**config.mk**
```make
export PLATFORM = sky130hd
export DESIGN_NAME = word_serializer
export DESIGN_NICKNAME = d
export VERILOG_FILES = /design/src/rtl/mxv_pkg.sv /design/src/rtl/word_index_counter.sv /design/src/rtl/word_serializer.sv
export SDC_FILE = /design/constraint.sdc
export NUM_CORES = 1
export LEC_CHECK = 0
export ABC_AREA = 1
export CORE_AREA = 8 8 107 99
export CTS_CLUSTER_DIAMETER = 150
export CTS_CLUSTER_SIZE = 25
export DETAILED_ROUTE_END_ITERATION = 16
export DIE_AREA = 0 0 115 107
export GPL_TIMING_DRIVEN = 1
export PLACE_DENSITY_LB_ADDON = 0.15
export SYNTH_ARGS = -nofsm -noshare
export SYNTH_HDL_FRONTEND = slang
export SYNTH_HIERARCHICAL = 1
export SYNTH_SLANG_ARGS = --single-unit
export TNS_END_PERCENT = 100
```
**constraint.sdc**
```tcl
create_clock -name clk -period 2.5 [get_ports clk]
set_input_delay 0.25 -clock clk [delete_from_list [all_inputs] [get_ports clk]]
set_output_delay 0.25 -clock clk [all_outputs]
set_load 0.03 [all_outputs]
```
**src/rtl/mxv_pkg.sv**
```systemverilog
// Shared types and constants for the MxV datapath (shift register, serializer, controller).
package mxv_pkg;

    // Default bits per word across the MxV datapath.
    localparam int unsigned MXV_WORD_LENGTH = 8;

    // Streamer FSM state.
    typedef enum logic {
        IDLE = 1'b0,
        SEND = 1'b1
    } mxv_state_e;

endpackage : mxv_pkg

```
**src/rtl/word_index_counter.sv**
```systemverilog
// Word index down-counter: loads Num_Words-1, decrements to 0 and stops there (no wrap).
// Ports:
//   clk, rst_n  clock, asynchronous active-low reset
//   en_i        clock enable; 0 holds the count
//   clr_i       synchronous clear to 0 (highest priority)
//   load_i      load Num_Words-1
//   dec_i       decrement by one unless already 0
//   count_o     current index (registered)
//   is_zero_c   count_o == 0 (combinational from the register)
module word_index_counter #(
    parameter int unsigned Num_Words = 8
) (
    input  logic                         clk,
    input  logic                         rst_n,
    input  logic                         en_i,
    input  logic                         clr_i,
    input  logic                         load_i,
    input  logic                         dec_i,
    output logic [$clog2(Num_Words)-1:0] count_o,
    output logic                         is_zero_c
);

    localparam int unsigned IW = $clog2(Num_Words);

    logic [IW-1:0] count_q;
    logic [IW-1:0] count_d;

    // Next count: clear > load > saturating decrement.
    always_comb begin
        count_d = count_q;
        if (en_i) begin
            if (clr_i) begin
                count_d = '0;
            end else if (load_i) begin
                count_d = IW'(Num_Words - 1);
            end else if (dec_i && (count_q != '0)) begin
                count_d = count_q - IW'(1);
            end
        end
    end

    always_ff @(posedge clk or negedge rst_n) begin
        if (!rst_n) begin
            count_q <= '0;
        end else begin
            count_q <= count_d;
        end
    end

    assign count_o   = count_q;
    assign is_zero_c = (count_q == '0);

endmodule : word_index_counter

```
**src/rtl/word_serializer.sv**
```systemverilog
// Parallel-in, serial-out word streamer: captures a flattened vector and replays it
// oldest-word-first (word Num_Words-1 first, word 0 last) over valid/ready.
// Ports:
//   clk, reset   clock, asynchronous active-low reset
//   enable       clock enable; 0 freezes all state and outputs
//   Sync_Reset   synchronous clear to IDLE (qualified by enable)
//   load         capture request for Data_Input (honoured in IDLE only)
//   Data_Input   flattened vector; word k = bits [(k+1)*Word_Length-1 : k*Word_Length]
//   ready        downstream accepts the current word
//   Data_Output  current word (registered)
//   valid        Data_Output holds a word to transfer
//   busy         high while in SEND
//   done         one-cycle pulse after the last word transfers
module word_serializer
    import mxv_pkg::*;
#(
    parameter int unsigned Word_Length = MXV_WORD_LENGTH,
    parameter int unsigned Num_Words   = 8
) (
    input  logic                           clk,
    input  logic                           reset,
    input  logic                           enable,
    input  logic                           Sync_Reset,
    input  logic                           load,
    input  logic [Word_Length*Num_Words-1:0] Data_Input,
    input  logic                           ready,
    output logic [Word_Length-1:0]         Data_Output,
    output logic                           valid,
    output logic                           busy,
    output logic                           done
);

    localparam int unsigned IW = $clog2(Num_Words);
    localparam int unsigned VW = Word_Length * Num_Words;

    mxv_state_e             state_q, state_d;
    logic [VW-1:0]          cap_q, cap_d;
    logic [Word_Length-1:0] data_q, data_d;
    logic                   valid_q, valid_d;
    logic                   busy_q, busy_d;
    logic                   done_q, done_d;

    logic [IW-1:0]          index_q;
    logic [IW-1:0]          sel_idx;
    logic                   index_zero;
    logic                   cnt_clr, cnt_load, cnt_dec;

    word_index_counter #(
        .Num_Words (Num_Words)
    ) u_index (
        .clk       (clk),
        .rst_n     (reset),
        .en_i      (enable),
        .clr_i     (cnt_clr),
        .load_i    (cnt_load),
        .dec_i     (cnt_dec),
        .count_o   (index_q),
        .is_zero_c (index_zero)
    );

    // Word that follows the current one; only used when index_q > 0.
    assign sel_idx = index_q - IW'(1);

    // Next state and outputs: Sync_Reset > load > handshake, all gated by enable.
    always_comb begin
        state_d  = state_q;
        cap_d    = cap_q;
        data_d   = data_q;
        valid_d  = valid_q;
        busy_d   = busy_q;
        done_d   = done_q;
        cnt_clr  = 1'b0;
        cnt_load = 1'b0;
        cnt_dec  = 1'b0;

        if (enable) begin
            done_d = 1'b0;
            if (Sync_Reset) begin
                state_d = IDLE;
                cap_d   = '0;
                data_d  = '0;
                valid_d = 1'b0;
                busy_d  = 1'b0;
                cnt_clr = 1'b1;
            end else begin
                case (state_q)
                    IDLE: begin
                        valid_d = 1'b0;
                        busy_d  = 1'b0;
                        if (load) begin
                            cap_d    = Data_Input;
                            data_d   = Data_Input[(Num_Words-1)*Word_Length +: Word_Length];
                            valid_d  = 1'b1;
                            busy_d   = 1'b1;
                            cnt_load = 1'b1;
                            state_d  = SEND;
                        end
                    end
                    SEND: begin
                        // load is ignored here so the capture register stays intact.
                        if (valid_q && ready) begin
                            if (!index_zero) begin
                                cnt_dec = 1'b1;
                                data_d  = cap_q[32'(sel_idx) * Word_Length +: Word_Length];
                            end else begin
                                valid_d = 1'b0;
                                busy_d  = 1'b0;
                                done_d  = 1'b1;
                                state_d = IDLE;
                            end
                        end
                    end
                endcase
            end
        end
    end

    always_ff @(posedge clk or negedge reset) begin
        if (!reset) begin
            state_q <= IDLE;
            cap_q   <= '0;
            data_q  <= '0;
            valid_q <= 1'b0;
            busy_q  <= 1'b0;
            done_q  <= 1'b0;
        end else begin
            state_q <= state_d;
            cap_q   <= cap_d;
            data_q  <= data_d;
            valid_q <= valid_d;
            busy_q  <= busy_d;
            done_q  <= done_d;
        end
    end

    assign Data_Output = data_q;
    assign valid       = valid_q;
    assign busy        = busy_q;
    assign done        = done_q;

endmodule : word_serializer

```
==> results.txt <==
- Result of the run: finished, final reports clean
- Placed wire-length estimate after detailed placement: approximately 7.6 mm
* Via-per-instance ratio: between 4 and 5
- During synthesis, Yosys emitted a total of 6 warnings.
- Power density normalized to cell area: between 800 and 900 nW/um2
* Leak pwr: 2.376 nW
- The share of the Yosys chip area taken by registers is 0.4941.
* Antenna cell count: 0
- Fillers: approximately 880
- Row count: 33
- Power consumption: roughly 4.1 mW
- Timing-limited maximum frequency: around 500 MHz
* Tightest slew margin relative to the limit: 0.4750
- Post-Syn Area: a little under 4000 um2
* # setup viols final: 0
* Endpoint of the lowest-slack register-to-register path: Data_Output[7]
- Final setup TNS: 0 ns
- met2 is the most crowded layer.
- Across every metal layer, demand over resource in global routing totals 0.1782.
- Max-cap check violation count: 0
- Path type of the worst min-delay path: input pin to asynchronous set/reset pin
- For this run, the slowest stage of the critical path takes between 0.6 and 0.7 ns.
- Routed via count: 3488
* Crit-path cells: inv_1, ha_1, xnor2_1, nand3_1, nand3_1, nand2_1, nand2_1, nand2_1
- After clock tree synthesis, the clock-pin slew on the worst setup and hold paths is 0.08 ns.
- The number of buffers and inverters on the critical path is 1.
- The clock passes through at most 2 buffers.
* Post-route non-filler standard cell count: between 700 and 800
- Total Wirelength: roughly 10 mm
- a little over 80 I/O pins were placed.
* Number of setup buffers added after CTS: 0
* First-pass GRT wire length: around 17 mm
- Number of buffers inserted by hold repair at cts: 1
- VDD sags by at most about 470 uV.
* Initial antenna violation count: 0
* Number of placed instances, taps included: roughly 690
* Area of the placeable core: a little under 9000 um2
* Library cell contributing the largest single delay on the critical path: xnor2_1
- Remaining routing DRC violations: 0
- The initial utilization of the core area, before any placement, comes to 0.4470.
- Crit Path Category: flop to flop
* Total die area: between 10000 and 15000 um2
- Peak fanout along the critical path: 8
* Met1 GRT Util: 0.2447
* Depth of the CTS H-tree: 3
- Summed over all layers, the global routing overflow is 0.
- The number of cells on the worst reg-to-reg path is 8.
- Stages on the worst setup path: 8
* Total count of max-transition violations in the final report: 0
- Gate count after technology mapping: a little over 500
- Reg2reg start: u_index/count_o[0]
- Clock tree synthesis inserted a total of 9 buffers.
- For this run, the share of the core covered by cells in the final layout is 0.5685.
- Signal arrival time at the worst endpoint: between 2 and 2.5 ns
- Chip width: between 100 and 150 um
* Layout cell share with drive strength beyond 1: 0.05792
- Prior to clock tree synthesis, the placed netlist has a worst setup slack of 0.5301 ns.
* Drt pass-1 iters: 4
- The via count of the first global-routing pass is roughly 3600.
- Area of all placed cells without fillers: 5024 um2
- Setup repair after global routing left no endpoint under its margin.
- Number of design-rule violations left by the first detailed-router iteration: between 200 and 250
* Average footprint of a synthesized cell: about 7.7 um2
* Routability Congestion: between 0.8 and 0.9
- For met2 alone, demand over resource in global routing was 0.2749.
- Instance area after placement: approximately 4800 um2
- Period utilization: 0.8016
- Post-CTS repair changed the size of 0 cells.
- Critical Path Start: u_index/count_o[0]
- Number of hold-slack violations in the final timing report: 0
- Time the worst path needs with I/O delays and setup: about 2 ns
- STA classifies the critical path startpoint as a flop.
- Skew-Pair Late Insertion Delay: around 0.35 ns
* Nets in the synthesized netlist: ~590
- The critical path ends at Data_Output[7].
- Synth cell types: 22
* Cell type group with the largest total delay on the critical path: XOR/XNOR gates
* Data required time of the critical path: around 2.7 ns
- STA classifies the critical path endpoint as a flop.
* Count of port buffers added during placement: 80
- P&R area growth vs syn: 27.18%
- Largest net degree at the start of global routing: 87
* CP dominant cell by count: nand2_1
- After detailed routing, the average wire length per cell comes to approximately 15 um.
- Clk Tree Root Cell: clkbuf_8
- TritonCTS built the clock tree.
* CTS sink count: 78
- From bottom edge to top edge, the die measures ~110 um.
* Net count, final: about 660
- Hold slack: slightly below 0.4 ns
* Antenna Nets Post-Route: 0
- Transition time of the tightest slew-check pin: roughly 0.78 ns
* Slack of the worst reg-to-reg path: ~0.5 ns
- Across all setup checks in the final design, the least slack found is between 0.4 and 0.5 ns.
- Met3 Track Usage GR: 0.03989
* Largest clock skew in the final design: about 0.0093 ns
- In this run, synthesis produced a sequential element count of a little under 80.
[routing by layer]
| metal | share of wire | wire, um | up-vias |
|---|---|---|---|
| met1 | 0.47 | 4911 | 1589 |
| met3 | 0.061 | 635 | 10 |
| met5 | 0 | 0 | - |
| li1 | - | - | 1792 |
| met4 | 0.011 | 111 | 0 |
| met2 | 0.46 | 4826 | 97 |
[cell usage in the layout (no fill, tap or decap), drive strengths merged, types with 3 or more instances in the layout]
cell,instances
a21oi,3
buf,12
clkbuf,12
clkdlybuf4s50,79
dfrtp,78
ha,3
inv,79
nand2,121
nand3,116
nor2,7
o21ai,59
o32ai,8
[area by class of cell]
| class | count | area [um2] | share of cell area |
|---|---|---|---|
| multi-input combinational | 322 | 1539 | 0.3064 |
| timing repair buffer | 92 | 900.9 | 0.1793 |
| sequential | 78 | 1952 | 0.3885 |
| tap | 122 | 152.6 | 0.03039 |
| inverter | 79 | 296.5 | 0.05903 |
| clock inverter | 4 | 47.55 | 0.009465 |
| clock buffer | 12 | 135.1 | 0.02690 |
[logic make-up (layout without fill, tap and decap cells)]
family	Yosys count	in the layout	share of synthesized area
AO/OA/AOI/OAI	72	72	0.1014
adder cells (fa/ha/maj)	3	3	0.009504
XOR/XNOR	2	2	0.004435
AND/OR/NAND/NOR	245	245	0.2724
flip-flops	78	78	0.4941
buffers and inverters	112	187	0.1181
[synth_stat cells (all sizes together)]
master	n	share of area
xnor2	1	0.0022
nand2	121	0.12
a21oi	3	0.0038
nand3b	1	0.0019
xor2	1	0.0022
clkbuf	8	0.0076
nor2	7	0.0073
dfrtp	78	0.49
o22ai	2	0.0032
nand3	116	0.15
buf	25	0.035
o21ai	59	0.077
inv	79	0.075
ha	3	0.0095
o32ai	8	0.018
[sequential cells by signal, indices dropped and copies added, names as in the netlist]
register and cells:
Data_Output 8, busy 1, cap_q 64, done 1, state_q 1, u_index/count_o 3
[worst min-delay path by stage]
| stage | to | slack (ns) |
|---|---|---|
| after floorplan | Data_Output[0] | -0.05 |
| after global placement | cap_q[20] | 0.22 |
| after detailed placement | cap_q[17] | 0.22 |
| after CTS | cap_q[17] | 0.40 |
| after global routing | cap_q[22] | 0.43 |
| final | cap_q[17] | 0.38 |
[worst reg2reg max path, delay by kind of cell (launching register included)]
kind	cells	cell delay [ns]
fa+ha+maj	1	0.23
simple gates	5	0.50
flops	1	0.44
xor+xnor	1	0.65
buf+inv	1	0.08
[where the power goes]
group	switching, mW	internal (mW)
clock network	0.447	0.460
registers	0.0936	1.47
logic	1.03	0.615
total	1.57	2.54
Power figures use the tool's default switching activity.
